### config.mk
export PLATFORM = sky130hd
export DESIGN_NAME = ula_multiciclo
export DESIGN_NICKNAME = d
export VERILOG_FILES = /design/src/rtl/ula_pkg.sv /design/src/rtl/mult_div_iterativo.sv /design/src/rtl/ula_multiciclo.sv
export SDC_FILE = /design/constraint.sdc
export NUM_CORES = 1
export LEC_CHECK = 0
export CAP_MARGIN = 15
export CORE_MARGIN = 4
export CORE_UTILIZATION = 60
export DETAILED_ROUTE_END_ITERATION = 10
export PLACE_DENSITY = 0.82
export SLEW_MARGIN = 25
export SYNTH_ARGS = -nofsm -noshare
export SYNTH_HDL_FRONTEND = slang
export SYNTH_SLANG_ARGS = --single-unit
### constraint.sdc
create_clock -name clk -period 4.41 [get_ports clk]
set_input_delay 0.441 -clock clk [delete_from_list [all_inputs] [get_ports clk]]
set_output_delay 0.441 -clock clk [all_outputs]
set_load 0.01 [all_outputs]
### src/rtl/ula_pkg.sv
// Shared opcodes and FSM state type for the multicycle ALU.
// Imported by the top and by the iterative mul/div datapath.
package ula_pkg;

  localparam logic [3:0] OP_ADD  = 4'b0000;
  localparam logic [3:0] OP_SUB  = 4'b0001;
  localparam logic [3:0] OP_MUL  = 4'b0010;
  localparam logic [3:0] OP_QUO  = 4'b0011;
  localparam logic [3:0] OP_REM  = 4'b0100;
  localparam logic [3:0] OP_AND  = 4'b0110;
  localparam logic [3:0] OP_OR   = 4'b0111;
  localparam logic [3:0] OP_NAND = 4'b1000;
  localparam logic [3:0] OP_NOR  = 4'b1001;
  localparam logic [3:0] OP_XOR  = 4'b1010;
  localparam logic [3:0] OP_NOT  = 4'b1011;

  typedef enum logic [1:0] {
    OCIOSO = 2'b00,
    CALC   = 2'b01,
    FIM    = 2'b10
  } estado_t;

endpackage

### src/rtl/mult_div_iterativo.sv
// Shared accumulator/shift-register datapath: shift-add multiply
// and restoring divide, one step per cycle, N steps per operation.
module mult_div_iterativo
  import ula_pkg::*;
#(
  parameter int N = 8
) (
  input  logic           clk,
  input  logic           rst_n,
  input  logic           start,
  input  logic           step,
  input  logic           modo_div,
  input  logic [N-1:0]   a,
  input  logic [N-1:0]   b,
  output logic           done,
  output logic [2*N-1:0] produto,
  output logic [N-1:0]   quociente,
  output logic [N-1:0]   resto
);

  localparam int CW = $clog2(N) + 1;

  logic [N-1:0] acc, sr, opnd;
  logic [N-1:0] acc_nx, sr_nx;
  logic         div_q;
  logic [CW-1:0] cnt;
  logic [N:0]   soma, desl, dif;
  logic         cabe;

  // One step of either algorithm; values after the step are exposed
  // so the top can capture the final result on the last step edge.
  always_comb begin
    soma   = {1'b0, acc} + (sr[0] ? {1'b0, opnd} : '0);
    desl   = {acc, sr[N-1]};
    dif    = desl - {1'b0, opnd};
    cabe   = desl >= {1'b0, opnd};
    acc_nx = acc;
    sr_nx  = sr;
    if (div_q) begin
      acc_nx = cabe ? dif[N-1:0] : desl[N-1:0];
      sr_nx  = {sr[N-2:0], cabe};
    end else begin
      acc_nx = soma[N:1];
      sr_nx  = {soma[0], sr[N-1:1]};
    end
  end

  assign done      = step && (cnt == CW'(N - 1));
  assign produto   = {acc_nx, sr_nx};
  assign quociente = sr_nx;
  assign resto     = acc_nx;

  // Load operands on start, advance one step per CALC cycle.
  always_ff @(posedge clk) begin
    if (!rst_n) begin
      acc   <= '0;
      sr    <= '0;
      opnd  <= '0;
      div_q <= 1'b0;
      cnt   <= '0;
    end else if (start) begin
      acc   <= '0;
      sr    <= modo_div ? a : b;
      opnd  <= modo_div ? b : a;
      div_q <= modo_div;
      cnt   <= '0;
    end else if (step) begin
      acc <= acc_nx;
      sr  <= sr_nx;
      cnt <= cnt + 1'b1;
    end
  end

endmodule

### src/rtl/ula_multiciclo.sv
// Multicycle ALU: single-cycle add/sub/logic, N-cycle mul/div,
// registered result, compare flags and status.
module ula_multiciclo
  import ula_pkg::*;
#(
  parameter int LARGURA = 8
) (
  input  logic                   clk,
  input  logic                   rst_n,
  input  logic                   inicio,
  input  logic [LARGURA-1:0]     A,
  input  logic [LARGURA-1:0]     B,
  input  logic [3:0]             Sel_Op,
  output logic [2*LARGURA-1:0]   Resultado,
  output logic                   Maior,
  output logic                   Menor,
  output logic                   Igual,
  output logic                   ocupado,
  output logic                   pronto,
  output logic                   div_zero,
  output logic                   op_invalida
);

  localparam int N = LARGURA;

  estado_t estado, prox;
  logic [N-1:0]   a_q, b_q, opa, opb;
  logic [3:0]     op_q, op;
  logic           ocioso, eh_div, b_zero, lento;
  logic           start, passo, done, carregar;
  logic           inv_nx;
  logic [2*N-1:0] res_nx, produto;
  logic [N-1:0]   quociente, resto;

  mult_div_iterativo #(.N(N)) u_md (
    .clk      (clk),
    .rst_n    (rst_n),
    .start    (start),
    .step     (passo),
    .modo_div (eh_div),
    .a        (opa),
    .b        (opb),
    .done     (done),
    .produto  (produto),
    .quociente(quociente),
    .resto    (resto)
  );

  // Operands come straight from the ports in the start cycle,
  // from the latches while an iterative op is in flight.
  always_comb begin
    ocioso = (estado == OCIOSO);
    opa    = ocioso ? A : a_q;
    opb    = ocioso ? B : b_q;
    op     = ocioso ? Sel_Op : op_q;
    eh_div = (op == OP_QUO) || (op == OP_REM);
    b_zero = (opb == '0);
    lento  = (op == OP_MUL) || (eh_div && !b_zero);
    start  = ocioso && inicio && lento;
    passo  = (estado == CALC);
  end

  // Result selection for whichever operation completes this cycle.
  always_comb begin
    res_nx = '0;
    inv_nx = 1'b0;
    case (op)
      OP_ADD:  res_nx = {{N{1'b0}}, opa} + {{N{1'b0}}, opb};
      OP_SUB:  res_nx = {{N{1'b0}}, opa} - {{N{1'b0}}, opb};
      OP_MUL:  res_nx = produto;
      OP_QUO:  res_nx = b_zero ? {{N{1'b0}}, {N{1'b1}}}
                               : {{N{1'b0}}, quociente};
      OP_REM:  res_nx = b_zero ? {{N{1'b0}}, opa}
                               : {{N{1'b0}}, resto};
      OP_AND:  res_nx = {{N{1'b0}}, opa & opb};
      OP_OR:   res_nx = {{N{1'b0}}, opa | opb};
      OP_NAND: res_nx = {{N{1'b0}}, ~(opa & opb)};
      OP_NOR:  res_nx = {{N{1'b0}}, ~(opa | opb)};
      OP_XOR:  res_nx = {{N{1'b0}}, opa ^ opb};
      OP_NOT:  res_nx = {{N{1'b0}}, ~opa};
      default: inv_nx = 1'b1;
    endcase
  end

  // Next-state logic; inicio only matters while idle.
  always_comb begin
    prox     = estado;
    carregar = 1'b0;
    case (estado)
      OCIOSO: begin
        if (inicio) begin
          prox     = lento ? CALC : FIM;
          carregar = !lento;
        end
      end
      CALC: begin
        if (done) begin
          prox     = FIM;
          carregar = 1'b1;
        end
      end
      FIM:     prox = OCIOSO;
      default: prox = OCIOSO;
    endcase
  end

  assign ocupado = (estado != OCIOSO);
  assign pronto  = (estado == FIM);

  // State, operand latches and output registers.
  always_ff @(posedge clk) begin
    if (!rst_n) begin
      estado      <= OCIOSO;
      a_q         <= '0;
      b_q         <= '0;
      op_q        <= '0;
      Resultado   <= '0;
      Maior       <= 1'b0;
      Menor       <= 1'b0;
      Igual       <= 1'b0;
      div_zero    <= 1'b0;
      op_invalida <= 1'b0;
    end else begin
      estado <= prox;
      if (ocioso && inicio) begin
        a_q  <= A;
        b_q  <= B;
        op_q <= Sel_Op;
      end
      if (carregar) begin
        Resultado   <= res_nx;
        Maior       <= opa > opb;
        Menor       <= opa < opb;
        Igual       <= opa == opb;
        div_zero    <= eh_div && b_zero;
        op_invalida <= inv_nx;
      end
    end
  end

endmodule
# After elaboration in Yosys (flattened, before gate mapping)
# Index checks and enable logic that the tools add are counted.
[totals]
register_bits = 72
wordCells = 85
[op_classes]
add_sub_neg = 5
magnitude_cmp = 3
n_eq_ne = 16
muxes = 22
bitwise_logic = 7
reduce_logical = 17
[ops]
columns = ["cell", "count"]
rows = [
  ["16-bit one-hot mux with 11 select lines", 1],
  ["8-bit two-way mux", 12],
  ["8-bit NOT", 3],
  ["8-bit by 8-bit adder with 9-bit output", 2],
  ["4-bit by 3-bit == test with 1-bit output, second input constant", 4],
  ["4-bit == test, second input constant", 4],
  ["11-bit OR reduction", 1],
  ["9-bit by 8-bit >= comparator with 1-bit output", 1],
  ["8-bit by 8-bit subtractor with 9-bit output", 1],
  ["8-bit AND", 1],
  ["4-bit by 2-bit == test with 1-bit output, second input constant", 2],
  ["8-bit == test", 1],
  ["8-bit > comparator", 1],
  ["8-bit logical NOT", 1],
  ["8-bit < comparator", 1],
  ["8-bit bitwise OR", 1],
  ["8-bit subtractor", 1],
  ["8-bit XOR", 1],
  ["2-bit two-way mux", 3],
  ["1-bit logical AND", 5],
  ["4-bit by 1-bit adder with 4-bit output, second input constant", 1],
  ["4-bit by 1-bit == test with 1-bit output, second input constant", 1],
  ["4-bit logical NOT", 1],
  ["4-bit two-way mux", 1],
  ["13 further kinds", 19],
]

# Logic depth before layout (Yosys ltp)
[logic_depth]
word_depth = 9
ltp_mapped = 17

# By module
# A second synthesis with hierarchy kept.
[unflattened]
cells_unflattened = 822
area_unflattened_um2 = 6337.3
[modules_own_cells]
columns = ["mod", "n_inst", "cells_per_inst", "area_each_um2", "seq_area_each_um2"]
rows = [
  ["ula_multiciclo", 1, 500, 3772.4, 860.8],
  ["mult_div_iterativo", 1, 322, 2565.0, 580.6],
]

# Worst setup path before layout
# Ideal clock, no wire load.
[synth_path]
kind = "register to register"
from = "reg estado[1]"
to = "reg Resultado[12]"
setup_time_ns = 0.060
arrival_time_ns = 3.584
setup_slack_ns = 0.766
stages_incl_launch_ff = 16
path_buffers = 4
cell_sequence = "dfxtp_1 -> buf_6 -> nor2_2 -> buf_2 -> buf_2 -> buf_4 -> mux2i_1 -> ha_1 -> inv_1 -> fa_1 -> a211o_1 -> a221oi_1 -> nor3_1 -> a2111oi_4 -> and2b_1 -> a221o_1"
[synth_between]
elab_chain_len = 9
word_cells_on_any_way = 28
classes_between = "add/sub: 1; eq/ne: 11; mux: 7; reduce/logical: 9"
[synth_lines]
columns = ["element", "line_no", "text"]
rows = [
  ["start: declaration", "ula_multiciclo.sv:26", "estado_t estado, prox;"],
  ["start signal: assignment", "ula_multiciclo.sv:124", "estado <= prox;"],
  ["parallel branches: the longest is 9 deep, another holds 8-bit by 8-bit subtractor with 9-bit output", "-", ""],
  ["end signal: assignment", "ula_multiciclo.sv:131", "Resultado <= res_nx;"],
  ["end: declaration", "ula_multiciclo.sv:14", "output logic [2*LARGURA-1:0] Resultado,"],
]
# Several ways; the timed one is not identified.
# A chain may end at the register's enable or synchronous reset.

# Worst setup path in the final report
[layout_path]
from = "reg estado[1]"
to = "reg Resultado[11]"
# The elaborated chain is that of the path after synthesis.

==> summary.md <==
| Metric | Value |
|---|---|
| Status | completed |
| Pre-Repair DR Iteration Count | 8 |
| Reg2reg setup slack | 0.36 ns |
| Clock root buffer master | clkbuf_8 |
| First-pass GRT wire length | 33110 um |
| Vias in the first global route | 6299 |
| Fill cell count | 813 |
| Crit path max fanout | 23 |
| RSZ-0062 raised after global routing | no |
| DR iter-0 viols | 723 |
| Die width | 108.2 um |
| Number of diodes | 0 |
| Nets | 876 |
| Placer Congestion | 1.013 |
| Worst Setup End Kind | flip-flop |
| Area growth, synth to finish | 11.39% |
| Hpwl dp | 15820 um |
| Worst path cell trace | nor2_2, buf_12, mux2i_1, ha_1, inv_1, fa_1, a211o_1, a221oi_1, nor3_1, a2111oi_4, and2b_1, a221o_1 |
| Min Tclk post-route | 4.047 ns |
| Rel. slew slack | 32.21% |
| Syn avg cell area | 7.652 um^2 |
| Routed wire length | 20820 um |
| Worst-Skew Late Latency | 0.38 ns |
| Async SR Flop Fraction | 0% |
| Vias per Instance | 6.774 |
| Die Ht | 108.2 um |
| Post-synth top flop | dfxtp_1 |
| Post-DR wirelength/cell | 22.01 um |
| CP required | 4.72 ns |
| CORE AREA | 9774 um^2 |
| Final Cycle Share | 91.76% |
| Worst path bufs/invs | 2 |
| Fraction of layout instances using a drive strength above 1 | 6.888% |
| # Max-Cap Violations | 0 |
| PwrDens | 365.7 nW/um^2 |
| Number of routed nets with antenna violations | 0 |
| PostCTS Resize Cnt | 0 |
| Cell row count | 36 |
| Clock buffer count from CTS | 9 |
| CTS tree | built |
| Initial Util | 61.61% |
| Post-synthesis sequential area ratio | 23.94% |
| Critical-path top delay cell | mux2i_1 |
| Fmax | 247.1 MHz |
| Vias post-DR | 6408 |
| CTS HTree Levels | 3 |
| Clk sinks | 72 |
| CP startpoint kind | flip-flop |
| Worst Path Arrival | 4.36 ns |
| Hold Vio Cnt, Final | 0 |
| Synthesized area | 6022 um^2 |
| All-Layer GR Usage | 36.73% |
| Grt ovf | 0 |
| DRC Markers | 0 |
| Cell count after synthesis | 787 |
| Syn nets | 855 |
| Hold-fix buffers at CTS | 0 |
| Clock slew at reported path FFs | 0.08 ns |
| Post-CTS Setup Inserts | 0 |
| Leakage | 2.598 nW |
| Synth warn | 0 |
| Worst min path class | flip-flop to flip-flop |
| #FFs+latches synth | 72 |
| Top delay family on crit path | compound AO/OA/AOI/OAI gates |
| Die area | 11700 um^2 |
| Peak VDD IR | 0.0003690 V |
| IO Count | 46 |
| Setup Skew | 0.01745 ns |
| Final hold slack | 0.4541 ns |
| Worst slew pin tran | 1.004 ns |
| CP max stage delay | 0.48 ns |
| Crit Path Category | flip-flop to flip-flop |
| Largest net degree at the start of global routing | 47 |
| Post-synth EDFFs | 0 |
| Initial antenna violation count | 0 |
| Slew Limit Fails | 0 |
| Longest Clk Path Bufs | 2 |
| IO buf count | 45 |
| Final count of negative-setup-slack endpoints | 0 |
| Synth unique cells | 86 |
| Setup TNS | 0 ns |
[cell type report]
cell class | instances | area (um^2) | area share (%)
repair buffers | 58 | 560.5 | 8.357
clock buffers | 12 | 165.2 | 2.462
multi-input cells | 626 | 4193 | 62.51
clock inverters | 4 | 27.53 | 0.4104
inverters | 41 | 153.9 | 2.294
well taps | 133 | 166.4 | 2.481
flip-flops and latches | 72 | 1441 | 21.49
[cell usage after synthesis (7+ instances only)]
cell type	number	share of area (%)
buf_2	12	1.0
nand2_1	119	7.4
a221oi_1	7	1.0
a21o_1	7	0.87
mux2i_1	23	3.8
o211ai_1	30	3.7
or3_1	7	0.73
clkbuf_1	27	1.7
and2_1	12	1.2
dfxtp_1	72	24
nor2_1	53	3.3
a21oi_1	71	5.9
ha_1	41	8.5
nor3_1	14	1.2
mux2_2	10	1.9
nand3_1	25	2.1
a221o_1	9	1.5
xor2_1	8	1.2
nor2b_1	8	0.83
nor4_1	7	0.73
inv_1	38	2.4
a211oi_1	12	1.5
o21ai_0	32	2.7
[state kept, by name, indices dropped and copies added (netlist names), 2 cells and up]
name	count
Resultado	16
a_q	8
b_q	8
u_md.acc	8
u_md.opnd	8
u_md.sr	8
op_q	4
u_md.cnt	4
estado	2
[through the flow]
stage               cells  instance area [um^2]  setup WS, ns  utilization (%)  power, mW
floorplan             787                  6022        0.7662                -      1.560
global placement      930                  6515        0.6610            66.65      1.885
detailed placement    930                  6515        0.5047            66.65      1.911
CTS                   946                  6708        0.4711            68.63      2.415
global route          946                  6708       0.03395            68.63      2.587
finish                946                  6708        0.3634            68.63      2.453
[layout by cell type (no fill, tap or decap), types with 12 or more instances in the layout]
master,count
clkbuf_8,12
a21oi_1,71
a211oi_1,12
ha_1,41
nor2_1,53
clkdlybuf4s50_1,45
inv_1,38
o21ai_0,32
nand3_1,25
nand2_1,119
mux2i_1,23
dfxtp_1,72
nor3_1,14
buf_4,12
and2_1,12
o211ai_1,30
[cell families after synthesis]
| family | after synthesis | share of synthesized area, % |
|---|---|---|
| AO/OA/AOI/OAI | 245 | 29.11 |
| flip-flops | 72 | 23.94 |
| buffers and inverters | 89 | 6.441 |
| multiplexers | 34 | 5.921 |
| XOR/XNOR | 13 | 1.891 |
| adder cells (fa/ha/maj) | 45 | 9.848 |
| AND/OR/NAND/NOR | 289 | 22.85 |
[metal layers]
metal | vias up | routed length, um | track usage (%)
li1 | 2910 | - | -
met1 | 2965 | 7970 | 44.28
met2 | 418 | 9255 | 58.70
met3 | 115 | 2021 | 8.060
met4 | 0 | 1570 | 24.35
met5 | - | 0 | 0
[worst paths after layout]
| check | startpoint | end | cells past startpoint |
|---|---|---|---|
| worst max-delay path | estado[1] | Resultado[11] | 12 |
| worst min-delay path | a_q[3] | a_q[3] | 2 |
| worst max register to register | estado[1] | Resultado[11] | 12 |
| worst min register to register | a_q[3] | a_q[3] | 2 |
[power by group]
part	leakage [nW]	switching (mW)	internal (mW)	total, mW
Combinational	1.92	0.739	0.430	1.17
Sequential	0.587	0.0605	0.709	0.769
Clock	0.0906	0.265	0.249	0.514
[worst min-delay path, delay by kind of cell, from the launching register on]
| kind | cells | cell delay, ns |
|---|---|---|
| AOI/OAI and AO/OA | 1 | 0.05 |
| DFF | 1 | 0.31 |
| and+or+nand+nor | 1 | 0.05 |
Note: power is estimated with default switching activity, not from simulation.
==> patch 1, RTL diff (same flow settings) <==
Set the parameter `LARGURA` to 16 (it was 8).
--- a/src/rtl/ula_multiciclo.sv
+++ b/src/rtl/ula_multiciclo.sv
@@ -5,3 +5,3 @@
 #(
-  parameter int LARGURA = 8
+  parameter int LARGURA = 16
 ) (
Ports: changed (resized A, B and Resultado); port bits go from 46 to 78. The function was not compared with the original's and may differ.
==> patch 1 against the unedited design <==
- first-iteration DRC count rose by 130%
- power increased by 98%
- design area is 84% higher
- worst setup slack got worse by 0.060 ns
- synthesized area up 76%
- sequential cell count grew 57
- wire length rose by 83%
- combinational power is 81% higher
- cell count increased by 83%
- worst hold slack better by 0.012 ns
- largest cell class unchanged
- highest routed layer unchanged
==> patch 1: results (changes against the unedited design) <==
The clock latency reported for the late side of the worst-skew pair is 0.43 ns (+0.05 ns). The synthesized-area fraction occupied by xor and xnor cells came out at 0.0206 (+0.00171). The adder and majority cell fraction of the synthesized area came out at 0.104 (+0.00566). By count the netlist is led by 204 x nand2_1, 133 x nor2_1, 129 x a21oi_1, 129 x dfxtp_1, 82 x ha_1. The global-route met2 utilization is 0.593 (+0.00646). The deepest level of the CTS H-tree was 4 (+1). The hold path startpoint is a_q[4]$_SDFFE_PN0P_. The proportion of synthesized chip area in sequential cells came out at 0.243 (+0.00382). The transition time at the pin with the least slew margin is 0.939 ns (-0.0650 ns). The share of final-layout standard cells stronger than drive strength 1 is 0.0796 (+0.0107). The fraction of met3 tracks used by global routing was 0.0923 (+0.0117). By area the synthesized netlist is led by dfxtp_1 24%, ha_1 9.7%, nand2_1 7.2%. The met1 track utilization from global routing is 0.493 (+0.0501). The total half-perimeter wirelength after legalization and detailed placement is 28500 um (+80%).

The setup path with the least slack is of type register to register. The peak ir drop on the vdd network is 311 uV (-16%). The count of different cell masters after synthesis is 81 (-5.8%). The net count of the mapped netlist came to 1554 (+82%). The fraction of synthesized area in multiplexers came out at 0.0482 (-0.0110).

The total number of vias was 11600 (+81%). The total inserted antenna cells is 0 (unchanged). The instance area at placement came out at 0.0118 sq mm (+81%). The clock skew came to 0.0114 ns (-0.00610 ns). The largest net degree at the start of global routing is 43 (-8.5%). The flip-flop count of the largest register after layout was 32 (+16). The final estimated routing congestion in global placement came out at 1.07 (+6.1%). The initial DRC count is 1629 (+130%). The leakage dissipation is 0.00510 uW (+96%).

The tree is rooted in a clkbuf_16. The fraction of the mapped netlist area in compound gates came out at 0.298 (+0.00710). The count of port buffers added during placement came to 77 (+71%).

The aggregate routed wire length is 38200 um (+83%). The global router's overall resource usage is 0.381 (+0.0134). The flow ran to the end, and the final reports show no timing, DRC or antenna violations. The clock buffer count from CTS came out at 17 (+8). The number of global-route vias before repair was 11000 (+75%).
-- patch 1: cell count changes after synthesis, moves of 38 or more --
| cell | delta |
|---|---|
| a21oi_1 | +58 |
| dfxtp_1 | +57 |
| ha_1 | +41 |
| inv_1 | +38 |
| nand2_1 | +85 |
| nor2_1 | +80 |
-- patch 1: cell type report --
type / instances / area [sq um]
inverter: 76 / 285
sequential: 129 / 2580
clock inverter: 13 / 139
tap: 225 / 282
multi-input combinational: 1137 / 7420
timing repair buffer: 135 / 1200
clock buffer: 18 / 439
fill: 1467 / 4950
-- patch 1: power breakdown --
part / internal [uW] / switching [uW] / leakage (uW) / total (uW)
combinational: 802 / 1310 / 0.00377 / 2120
sequential: 1250 / 81.8 / 0.00105 / 1330
clock: 843 / 571 / 0.000282 / 1410
total: 2900 / 1970 / 0.00510 / 4860
-- patch 1: logic make-up (layout without fill, tap and decap cells) --
kind of cell | after synthesis | in the layout
AO/OA/AOI/OAI | 462 | 462
flip-flops | 129 | 129
XOR/XNOR | 25 | 25
multiplexers | 50 | 50
buffers and inverters | 163 | 242
AND/OR/NAND/NOR | 514 | 514
adder cells (fa/ha/maj) | 86 | 86
-- patch 1: repair_timing --
item                                    CTS  global route
endpoints found under the setup margin    0             3
gates resized for setup                   0             2
endpoints found under the hold margin     0             0
-- patch 1: routing by layer --
metal  vias up  part of all wire
li1       5302                 -
met1      5260              0.38
met2       822              0.43
met5         -                 0
met4         0             0.062
met3       204              0.13
-- patch 1: path summary, 6_finish.rpt --
path                            cells past startpoint                  end  slack [ns]
worst max-delay path                               14   Maior$_SDFFE_PN0P_        0.30
worst min-delay path                                2  a_q[4]$_SDFFE_PN0P_        0.47
worst max register to register                     14   Maior$_SDFFE_PN0P_        0.30
worst min register to register                      2  a_q[4]$_SDFFE_PN0P_        0.47
-- patch 1: metrics by stage --
| stage | utilization | setup slack [ns] | hold WS (ns) | instances | power [uW] |
|---|---|---|---|---|---|
| floorplan | - | 0.484 | 0.443 | 1429 | 2730 |
| global placement | 0.680 | 0.487 | 0.447 | 1702 | 3340 |
| detailed placement | 0.680 | 0.344 | 0.459 | 1702 | 3370 |
| CTS | 0.714 | 0.301 | 0.467 | 1733 | 4780 |
| global route | 0.714 | 0.0410 | 0.490 | 1733 | 5090 |
| finish | 0.714 | 0.304 | 0.466 | 1733 | 4860 |
-- patch 1: critical path, stage by stage (launching register included) --
cell,delay (ns)
dfxtp_1,0.43
nor2_4,0.32
inv_1,0.30
nand2_1,0.14
nand2_1,0.22
ha_1,0.46
a21oi_1,0.24
nor2_1,0.08
o31ai_1,0.39
a21o_1,0.22
o221ai_1,0.21
a221o_1,0.37
a21oi_1,0.31
o31ai_1,0.13
and2_1,0.16
==> patch 2, RTL diff (config.mk and constraints unchanged) <==
Made on the original files. The 3 values of `estado_t` get a one-hot encoding in 3 bits.
--- a/src/rtl/ula_pkg.sv
+++ b/src/rtl/ula_pkg.sv
@@ -16,6 +16,6 @@
 
-  typedef enum logic [1:0] {
-    OCIOSO = 2'b00,
-    CALC   = 2'b01,
-    FIM    = 2'b10
+  typedef enum logic [2:0] {
+    OCIOSO = 3'b001,
+    CALC   = 3'b010,
+    FIM    = 3'b100
   } estado_t;
Function: same outputs for any inputs over 4 cycles, from zero or initial values and one cycle with rst_n low; so few cycles prove little.
==> patch 2 against the unedited design <==
- wire length fell by 12%
- first-iteration DRC count decreased by 16%
- utilization is 0.35 points higher
- combinational power down 35%
- design area down 0.41%
- sequential cell count grew 1
- worst hold slack improved by 0.0052 ns
- worst setup slack better by 0.29 ns
- critical path depth down 1
- critical endpoint is now Resultado[7]$_SDFFE_PN0P_
- power fell by 17%
- synthesized area shrank 1.5%
==> patch 2: results (changes against the unedited design) <==
The instance area at placement is 0.00649 sq mm (-0.36%). The synthesized instance count came to 752 (-4.4%). The clock skew came to 0.00872 ns (-0.00873 ns). The area of the multi-input gates came out at 0.00413 sq mm (-1.6%). The maximum clock path buffer count came out at 2 (unchanged). The count of synthesis-stage warnings from yosys is 0 (unchanged). By area the synthesized netlist is led by dfxtp_1 25%, mux2i_1 10%, ha_1 8.6%. The flip-flop count of the largest register after layout came to 16 (unchanged). The peak ir drop on the vdd network came out at 208 uV (-44%). The count of instances resized after the clock tree is built came out at 0 (unchanged). The post-layout instance count excluding filler cells is 922 (-2.5%). The final estimated routing congestion in global placement came out at 1.00 (-1.2%).

The flow ran to the end, and the final reports show no timing, DRC or antenna violations. The routed wire length per instance is 19.9 um (-9.4%). The initial DRC count came out at 605 (-16%). The delay of the slowest critical-path stage came out at 0.51 ns (+0.03 ns).

The net count of the mapped netlist is 820 (-4.1%). The worst slew margin relative to its limit is 0.235 (-0.0872). The routed length on met1 came out at 7510 um (-5.7%).

The number of nets in the layout is 852 (-2.7%). In the synthesized netlist, the cells that appear most often are 80 x nand2_1, 78 x nor2_1, 73 x dfxtp_1. The worst min-delay path category is register to register. The final-layout fill cell count is 836 (+2.8%). The leakage dissipation is 0.00285 uW (+9.8%).

The first-pass detailed-route iteration total is 5 (-3). The count of different cell masters after synthesis is 73 (-15%). The setup fix buffers added after clock tree synthesis is 0 (unchanged).

The peak fanout along the critical path came out at 31 (+35%). The total number of vias came out at 5959 (-7.0%). The routed length on met3 came out at 1420 um (-30%).

The global-route wire length before repair came out at 29500 um (-11%). Among all flip-flop cells after synthesis, the most frequent one is dfxtp_1. The amount of wire on met2 after detailed routing came out at 8800 um (-5.0%).

The largest net degree at the start of global routing came out at 47 (unchanged). The length in cells of the worst reg-to-reg path is 11 (-1). The clock latency reported for the late side of the worst-skew pair came out at around 0.37 ns. The number of placed instances with taps included came out at 906 (-2.6%). The proportion of synthesized chip area in sequential cells came out at 0.246 (+0.00701). The global router's overall resource usage came to 0.326 (-0.0409). The total half-perimeter wirelength after legalization and detailed placement came out at 13700 um (-14%). The share of final-layout standard cells stronger than drive strength 1 is 0.0735 (+0.00463). The number of global-route vias before repair was 5609 (-11%). The fraction of registers with async set or reset after synthesis came out at 0 (unchanged). The endpoint arrival time on the critical path is 4.02 ns (-0.34 ns).
-- patch 2: cell count changes after synthesis, sizes merged, moves of 5 or more --
| cell | change |
|---|---|
| o22ai | -5 |
| xnor2 | +5 |
| o211ai | -25 |
| xor2 | -5 |
| nand2 | -38 |
| nor4bb | +5 |
| a21oi | -7 |
| nand3 | -18 |
| buf | -7 |
| nor2 | +20 |
| mux2i | +40 |
-- patch 2: final timing paths --
path                               start                         to  slack [ns]
hold reg to reg      a_q[0]$_SDFFE_PN0P_        a_q[0]$_SDFFE_PN0P_        0.46
setup / recovery  estado[0]$_SDFFE_PN1P_  Resultado[7]$_SDFFE_PN0P_        0.65
hold / removal       a_q[0]$_SDFFE_PN0P_        a_q[0]$_SDFFE_PN0P_        0.46
setup reg to reg  estado[0]$_SDFFE_PN1P_  Resultado[7]$_SDFFE_PN0P_        0.65
-- patch 2: cell families (layout without fill, tap and decap cells) --
group,count (synthesis),in the layout,synth area share
AO/OA/AOI/OAI,196,196,0.222
XOR/XNOR,13,13,0.0192
adder cells (fa/ha/maj),45,45,0.100
buffers and inverters,84,121,0.0588
flip-flops,73,73,0.246
multiplexers,72,72,0.127
AND/OR/NAND/NOR,269,269,0.227
-- patch 2: through the flow --
stage | total power, uW | setup slack (ns) | hold slack [ns]
CTS | 2010 | 0.710 | 0.459
finish | 2030 | 0.655 | 0.459
detailed placement | 1480 | 0.741 | 0.449
global placement | 1470 | 0.923 | 0.442
floorplan | 1260 | 0.883 | 0.436
global route | 2120 | 0.455 | 0.472
-- patch 2: layout make-up --
type / count / share of cell area
repair buffers: 62 / 0.0865
clock buffers: 11 / 0.0197
well taps: 133 / 0.0249
clock inverters: 5 / 0.00843
flip-flops and latches: 73 / 0.219
multi-input cells: 595 / 0.618
inverters: 43 / 0.0242
-- patch 2: where the power goes --
| group | leakage [uW] | internal [uW] | switching (uW) | total (uW) |
|---|---|---|---|---|
| combinational | 0.00217 | 309 | 451 | 760 |
| sequential | 0.000593 | 695 | 36.9 | 732 |
| clock | 0.0000933 | 261 | 275 | 536 |
| total | 0.00285 | 1270 | 763 | 2030 |
-- patch 2: worst register-to-register path: stages (launching register included) --
cell	delay (ns)
dfxtp_1	0.37
nor3b_4	0.19
buf_4	0.40
mux2i_1	0.53
ha_1	0.43
and3_1	0.22
a221o_1	0.35
o41ai_1	0.39
o22ai_1	0.14
o21ai_0	0.21
a31oi_1	0.12
a211o_1	0.29
-- patch 2: routing by layer --
metal  track usage  vias to the layer above
met2         0.546                      268
met1         0.408                     2841
li1              -                     2795
met5             0                        -
met3        0.0750                       55
met4         0.126                        0
